==> config.mk <==
export PLATFORM = sky130hd
export DESIGN_NAME = hashtable_request_issuer
export DESIGN_NICKNAME = d
export VERILOG_FILES = /design/src/rtl/hashtable_request_issuer.sv
export SDC_FILE = /design/constraint.sdc
export NUM_CORES = 1
export LEC_CHECK = 0
export CAP_MARGIN = 20
export CORE_UTILIZATION = 53
export CTS_BUF_LIST = sky130_fd_sc_hd__clkbuf_4
export DETAILED_ROUTE_END_ITERATION = 6
export GPL_ROUTABILITY_DRIVEN = 0
export PLACE_DENSITY = 0.75
export SETUP_SLACK_MARGIN = 0.3
export SLEW_MARGIN = 20
export SYNTH_ARGS = -nofsm -noshare
export SYNTH_HDL_FRONTEND = slang
export SYNTH_SLANG_ARGS = --single-unit
export TNS_END_PERCENT = 10
==> constraint.sdc <==
create_clock -name clk_i -period 3.6 [get_ports clk_i]
set_clock_uncertainty 0.05 [all_clocks]
set_input_delay 0.72 -clock clk_i [delete_from_list [all_inputs] [get_ports clk_i]]
set_output_delay 0.72 -clock clk_i [all_outputs]
set_load 0.1 [all_outputs]
==> src/rtl/hashtable_request_issuer.sv <==
// Buffers host hashtable requests (read/write/delete) and issues them to the lookup pipeline, limited by an outstanding-op credit count.
// Latency: a request accepted at edge k into an empty buffer is presented on delete_write_read_o after edge k+1; one op per cycle sustained.
// Backpressure: req_ready_o drops only when the buffer is full; issue holds off on stall_i or when MAX_OUTSTANDING ops are in flight.
module hashtable_request_issuer #(
  parameter int KEY_WIDTH       = 32,
  parameter int DATA_WIDTH      = 32,
  parameter int FIFO_DEPTH      = 4,
  parameter int MAX_OUTSTANDING = 8
) (
  input  logic                                 clk_i,
  input  logic                                 reset_i,
  input  logic                                 req_valid_i,
  output logic                                 req_ready_o,
  input  logic [1:0]                           req_op_i,
  input  logic [KEY_WIDTH-1:0]                 req_key_i,
  input  logic [DATA_WIDTH-1:0]                req_data_i,
  input  logic                                 stall_i,
  input  logic                                 resp_done_i,
  output logic [1:0]                           delete_write_read_o,
  output logic [KEY_WIDTH-1:0]                 key_o,
  output logic [DATA_WIDTH-1:0]                data_o,
  output logic [$clog2(MAX_OUTSTANDING+1)-1:0] outstanding_o,
  output logic                                 idle_o,
  output logic                                 error_o
);

  localparam int PTR_W = $clog2(FIFO_DEPTH);
  localparam int OCC_W = PTR_W + 1;
  localparam int CNT_W = $clog2(MAX_OUTSTANDING + 1);
  localparam logic [OCC_W-1:0] OCC_FULL = OCC_W'(FIFO_DEPTH);
  localparam logic [CNT_W-1:0] CNT_MAX  = CNT_W'(MAX_OUTSTANDING);

  typedef struct packed {
    logic [1:0]            op;
    logic [KEY_WIDTH-1:0]  key;
    logic [DATA_WIDTH-1:0] data;
  } entry_t;

  entry_t           mem [FIFO_DEPTH];
  logic [PTR_W-1:0] wr_ptr;
  logic [PTR_W-1:0] rd_ptr;
  logic [OCC_W-1:0] occ;

  logic             push;
  logic             issue;
  logic [CNT_W-1:0] cnt_next;
  logic             err_set;
  entry_t           head;

  // Ready depends only on registered occupancy, never on valid or a same-cycle pop.
  assign req_ready_o = (occ != OCC_FULL);
  assign head        = mem[rd_ptr];

  // Op code 00 is a no-op: it completes the handshake but never occupies a slot.
  assign push  = req_valid_i && req_ready_o && (req_op_i != 2'b00);
  // Credit check uses the pre-edge count, so a same-edge response cannot unblock a full window.
  assign issue = (occ != '0) && (outstanding_o < CNT_MAX) && !stall_i;

  assign idle_o = (occ == '0) && (outstanding_o == '0);

  // Request buffer: storage, wrap-around pointers and occupancy.
  always_ff @(posedge clk_i) begin
    if (reset_i) begin
      for (int i = 0; i < FIFO_DEPTH; i++) mem[i] <= '0;
      wr_ptr <= '0;
      rd_ptr <= '0;
      occ    <= '0;
    end else begin
      if (push) begin
        mem[wr_ptr] <= '{op: req_op_i, key: req_key_i, data: req_data_i};
        wr_ptr      <= wr_ptr + PTR_W'(1);
      end
      if (issue) rd_ptr <= rd_ptr + PTR_W'(1);
      case ({push, issue})
        2'b10:   occ <= occ + OCC_W'(1);
        2'b01:   occ <= occ - OCC_W'(1);
        default: occ <= occ;
      endcase
    end
  end

  // Outstanding count update; a response with nothing in flight flags an error instead of underflowing.
  always_comb begin
    cnt_next = outstanding_o;
    err_set  = 1'b0;
    case ({issue, resp_done_i})
      2'b10: cnt_next = outstanding_o + CNT_W'(1);
      2'b01: begin
        if (outstanding_o == '0) err_set = 1'b1;
        else                     cnt_next = outstanding_o - CNT_W'(1);
      end
      default: cnt_next = outstanding_o;
    endcase
  end

  // Registered pipeline outputs, credit counter and sticky error flag.
  always_ff @(posedge clk_i) begin
    if (reset_i) begin
      delete_write_read_o <= 2'b00;
      key_o               <= '0;
      data_o              <= '0;
      outstanding_o       <= '0;
      error_o             <= 1'b0;
    end else begin
      outstanding_o <= cnt_next;
      if (err_set) error_o <= 1'b1;
      if (issue) begin
        delete_write_read_o <= head.op;
        key_o               <= head.key;
        data_o              <= head.data;
      end else begin
        delete_write_read_o <= 2'b00;
      end
    end
  end

endmodule

==> results.md, run 1 <==
* Synthesized Nets at 1160
* Share of the synthesized area in the top cell type at 0.569
* Drt pass-1 iters at 5
* Finish-stage setup viols at 0
* Crit. End Element: primary output
* Total wire length at 30.7 mm
* Cell count along the critical path at 1
* Chip width at 164 um
* Clock root buffer: clkbuf_4
* Distinct cells, synth at 36
* Core area at 25500 um^2
* Overall global routing resource usage at 0.238
* Leak Pwr at 6.01 nW
* Slew HR at 0.319
* Row count at 58
* Via-to-Cell Ratio at 5.53
* Io pins at 144
* Max-cap viol count at 0
* Drc violations at 0
* Hold_sp: data_o[18]
* Met1 GRT Util at 0.301
* Period utilization at 0.853
* Mapped Area at 13900 um^2
* Reg2Reg Depth at 9
* Post-route ant nets at 0
* Pwr Density at 720 nW/um^2
* Number of global-route vias before repair at 9387
* Crit path required time at 2.83 ns
* Met2 usage at 0.401
* WL per Instance at 18.5 um
* First-pass GRT wire length at 48.2 mm
* GRT Max-Usage Layer: met2
* Area growth syn-to-layout at 20.6%
* Crit path max fanout at 8
* Final Max Tran Viols at 0
* Post-synth EDFFs at 264
* Hold Path Cell Cnt at 2
* CTS tree: done
* Synth warn at 0
* Worst-skew pair later-pin latency at 0.68 ns
* Iter 0 DRT Violations at 831
* Num CTS Buffers at 85
* Share of the yosys chip area belonging to registers at 0.684
* Crit start category: register
* Crit-path max cell delay at 1.18 ns
* Vias at 9192
* Top_reg_cell synth: edfxtp_1
* R2r endpoint: occ[2]
* Die H at 164 um
* Syn avg cell area at 12.8 um^2
* CP Data Arrival Time at 2.30 ns
* WP buf/inv at 1
* Post-Layout Inst Area at 16800 um^2
* Total power at 0.0121 W
* Buffers on Ports at 143
* Met3 Track Usage GR at 0.0462
* Critical path class: reg2out
* Postcts setup bufs at 0
* Post-synth top area cell: edfxtp_1
* Max clock buf depth at 3
* Hold Path End: data_o[18]
* Post-synthesis register bit count at 344
* Hold Vio Cnt, Final at 0
* Cell family with most CP delay: buffers and inverters
* RR Startpoint: occ[2]
* Critical path's slowest cell: clkdlybuf4s50_1
* Worst-path cell chain: clkdlybuf4s50_1
* Antenna violations before repair at 1
* Final nets at 1333
* Setup tns final at 0 ns
* Largest net degree at the start of global routing at 80
* CTS Sinks at 344
* CTS clk-pin slew, worst paths at 0.06 ns
* Hold Crit Class: reg2reg
* Initial Util at 0.547
* Largest cells by area after synthesis: edfxtp_1 (57%), dfxtp_1 (11%), mux4_2 (11%)
* Full die area at 26900 um^2
* Unrepaired setup endpoints after global routing: false
* Fmax achieved at 0.326 GHz
* Async SR Flop Fraction at 0
* Period minus WS final at 3.07 ns
* Post-DP Area at 15700 um^2
* DPL Wire Length at 17.2 mm
* GRT overflow at 0
* VDD IR max at 443 uV
* Status: completed
* H-tree levels at 3
* Share of layout cells above drive strength 1 at 0.200
* Cells after Synth at 1086
* Worst-Margin Slew at 1.02 ns
* R2r setup slk at 1.02 ns
## how the worst max path moves through the flow
stage / end / slack [ns] / startpoint
after floorplan: mem[0][0] / -0.01 / occ[2]
after global placement: occ[2] / 0.65 / req_op_i[1]
after detailed placement: outstanding_o[2] / 0.55 / stall_i
after CTS: req_ready_o / 0.32 / occ[2]
after global routing: outstanding_o[3] / 0.48 / outstanding_o[3]
final: outstanding_o[3] / 0.53 / outstanding_o[3]
## flip-flops by register name, indices dropped and copies added (netlist names), named ones only
register / cells
data_o: 32
error_o: 1
mem: 264
rd_ptr: 2
key_o: 32
delete_write_read_o: 2
outstanding_o: 4
occ: 3
wr_ptr: 2
## cell families (layout without fill, tap and decap cells)
group,after synthesis,count (layout),share of synthesized area
XOR/XNOR,6,6,0.00377
buffers and inverters,83,327,0.0285
adder cells (fa/ha/maj),3,3,0.00323
multiplexers,68,68,0.108
AND/OR/NAND/NOR,502,502,0.141
AO/OA/AOI/OAI,80,80,0.0308
flip-flops,344,344,0.684
other,0,1,0
## cell type report
cell class / instances / area [um^2]
Antenna cell: 1 / 2.50
Clock buffer: 139 / 1040
Clock inverter: 19 / 98.8
Fill cell: 1838 / 8670
Inverter: 7 / 27.5
Multi-Input combinational cell: 659 / 4060
Sequential cell: 344 / 9540
Tap cell: 330 / 413
Timing Repair Buffer: 162 / 1620
## through the flow
step	instances	hold WS [ns]	util	setup slack, ns
2_1_floorplan	1086	0.404	-	-0.0148
3_3_place_gp	1502	0.394	0.615	0.649
3_5_place_dp	1502	0.397	0.615	0.553
4_1_cts	1660	0.405	0.659	0.316
5_1_grt	1661	0.420	0.660	0.482
6_report	1661	0.404	0.660	0.529
## worst min-delay path, stage by stage, from the launching register on
cell and delay [ns]:
dfxtp_1 0.31, nand2_1 0.05, a21oi_1 0.05
## layer usage
| layer | up-vias | routed length, um | share of wire |
|---|---|---|---|
| met5 | - | 0 | 0 |
| met4 | 0 | 578 | 0.019 |
| met3 | 50 | 2370 | 0.077 |
| met2 | 383 | 15600 | 0.51 |
| met1 | 4536 | 12200 | 0.40 |
| li1 | 4223 | - | - |
## cell usage after synthesis (5+ instances only)
cell type	instances
nor2_1	267
edfxtp_1	264
nand2_1	201
dfxtp_1	80
a21oi_1	71
mux4_2	66
clkbuf_1	38
buf_2	26
nor2_2	10
buf_6	7
buf_1	5
## what timing repair did
action,CTS,global route
setup endpoints to repair,0,1
hold buffers,0,0
gates resized for setup,0,1
## placed cells by master (no fill, tap or decap), types with 2 or more instances in the layout
| cell | instances |
|---|---|
| inv_2 | 6 |
| xor2_1 | 3 |
| nand3_1 | 2 |
| a21oi_1 | 71 |
| clkbuf_4 | 139 |
| and3_1 | 2 |
| or3_1 | 2 |
| nand2_4 | 4 |
| xnor2_1 | 3 |
| ha_1 | 2 |
| or3_4 | 2 |
| nor2_2 | 10 |
| clkinv_2 | 2 |
| nor2b_1 | 4 |
| nor4b_1 | 2 |
| inv_1 | 4 |
| buf_4 | 22 |
| nand2_1 | 196 |
| edfxtp_1 | 264 |
| nor3_1 | 4 |
| mux2_2 | 2 |
| nor2_1 | 267 |
| o21ai_0 | 3 |
| buf_12 | 5 |
| clkinv_1 | 13 |
| mux4_2 | 66 |
| clkdlybuf4s50_1 | 134 |
| dfxtp_4 | 2 |
| dfxtp_1 | 78 |
## report_power, final
part	switching, W	leakage (nW)	internal (W)
sequential	0.000326	3.41	0.00476
combinational	0.00251	1.91	0.00120
clock	0.00149	0.695	0.00182
total	0.00432	6.01	0.00778
Note: power is estimated with default switching activity, not from simulation.
==> run 2, diff against run 1 <==
--- a/constraint.sdc
+++ b/constraint.sdc
@@ -4,2 +4,2 @@
 set_output_delay 0.72 -clock clk_i [all_outputs]
-set_load 0.1 [all_outputs]
+set_load 0.005 [all_outputs]
==> results.md, run 2 (same netlist as run 1, synthesis figures left out) <==
* Status: completed
* Vias at 9104
* Max FFs per register at 264
* Leak Pwr at 6.02 nW
* Post-Layout Inst Area at 16900 um^2
* CTS clk-pin slew, worst paths at 0.07 ns
* Finish-stage setup viols at 0
* Worst-Margin Slew at 1.02 ns
* Overall global routing resource usage at 0.235
* Setup tns final at 0 ns
* Worst-skew pair later-pin latency at 0.72 ns
* Postcts setup bufs at 0
* CP Data Arrival Time at 2.33 ns
* CTS tree: done
* Unrepaired setup endpoints after global routing: false
* Fmax achieved at 0.322 GHz
* R2r endpoint: occ[2]
* Final nets at 1333
* Number of global-route vias before repair at 9383
* Final Max Tran Viols at 0
* Layout Cells excl Fill at 1665
* CP endpoint: idle_o
* Critical path class: reg2out
* Period minus WS final at 3.10 ns
* H-tree levels at 3
* First-pass GRT wire length at 47.9 mm
* Pwr Density at 650 nW/um^2
* Row count at 58
* Initial Util at 0.547
* Post-route ant nets at 0
* Drt pass-1 iters at 5
* Clock root buffer: clkbuf_4
* Hold Vio Cnt, Final at 0
* CTS Sinks at 344
* Iter 0 DRT Violations at 713
* Max clock buf depth at 3
* Crit path required time at 2.83 ns
* Period utilization at 0.862
* Drc violations at 0
* Biggest register: mem
* Io pins at 144
* Antenna violations before repair at 2
* Buffers on Ports at 143
* CTS-repair resized insts at 0
* Hold Crit Class: reg2reg
* Chip width at 164 um
* Reg2Reg Depth at 9
* WL per Instance at 18.4 um
* CP startpoint: occ[0]
* RR Startpoint: occ[2]
* Num CTS Buffers at 85
* DPL Wire Length at 17.1 mm
* Largest net degree at the start of global routing at 80
* Full die area at 26900 um^2
* Crit path max fanout at 6
* Core area at 25500 um^2
* Via-to-Cell Ratio at 5.47
* Total wire length at 30.6 mm
* Most frequent cells in the layout: nor2_1 (267), edfxtp_1 (264), nand2_1 (196), clkdlybuf4s50_1 (142), clkbuf_4 (136)
* Area growth syn-to-layout at 21.1%
* Placed Cells at 1502
* Commonest non-fill, non-tap cell in the layout: nor2_1
* Hold buffers post-CTS at 0
* Crit. End Element: primary output
* GRT overflow at 0
* Slew HR at 0.323
* Post-DP Area at 15700 um^2
* Crit start category: register
* VDD IR max at 388 uV
* Die H at 164 um
* Share of layout cells above drive strength 1 at 0.194
* Max-cap viol count at 0
* Top flop regs: mem: 264 flops, data_o: 32 flops, key_o: 32 flops
* R2r setup slk at 1.07 ns
## run 2: changes by cell type in the layout (fill, tap and decap cells not counted)
cell	previous run	this run
buf_4	22	15
clkinv_2	2	3
clkbuf_4	139	136
inv_2	6	5
clkinv_1	13	15
dlymetal6s2s_1	1	0
clkdlybuf4s50_1	134	142
bufinv_16	1	3
diode_2	1	3
clkinv_4	0	1
## run 2: final cells by class
class,count,area (um^2)
flip-flops and latches,344,9540
repair buffers,162,1630
multi-input cells,659,4060
fillers,1883,8590
clock buffers,136,1020
inverters,7,27.5
well taps,330,413
clock inverters,24,176
diodes,3,7.51
## run 2: worst max-delay path, cell delays in order (launching register included)
cell and delay (ns):
dfxtp_1 0.35, nor3_1 0.58, and2_1 0.22, clkdlybuf4s50_1 0.50
## run 2: metrics by stage
step / util / hold WS, ns / power (W) / setup slack [ns]
floorplan: - / 0.403 / 0.00668 / 0.0983
global placement: 0.615 / 0.394 / 0.00757 / 0.650
detailed placement: 0.615 / 0.395 / 0.00762 / 0.550
CTS: 0.662 / 0.405 / 0.0111 / 0.463
global route: 0.663 / 0.420 / 0.0115 / 0.366
finish: 0.663 / 0.402 / 0.0110 / 0.497
## run 2: power breakdown
group          switching, W  total (W)  internal [W]
clock network       0.00152    0.00346       0.00194
logic               0.00121    0.00242       0.00121
registers          0.000329    0.00508       0.00476
total               0.00306     0.0110       0.00791
## run 2: worst min path at each step
stage,start,endpoint,slack [ns],cells past startpoint
after floorplan,data_o[0],data_o[0],0.40,2
after global placement,key_o[20],key_o[20],0.39,2
after detailed placement,key_o[14],key_o[14],0.40,2
after CTS,key_o[14],key_o[14],0.41,2
after global routing,key_o[14],key_o[14],0.42,2
final,key_o[14],key_o[14],0.40,2
## run 2: metal layers
metal / track usage / vias up / share of wire / wire [um]
li1: - / 4218 / - / -
met2: 0.411 / 362 / 0.52 / 15800
met4: 0.0854 / 0 / 0.016 / 495
met5: 0 / - / 0 / 0
met1: 0.288 / 4485 / 0.39 / 12000
met3: 0.0490 / 39 / 0.075 / 2290
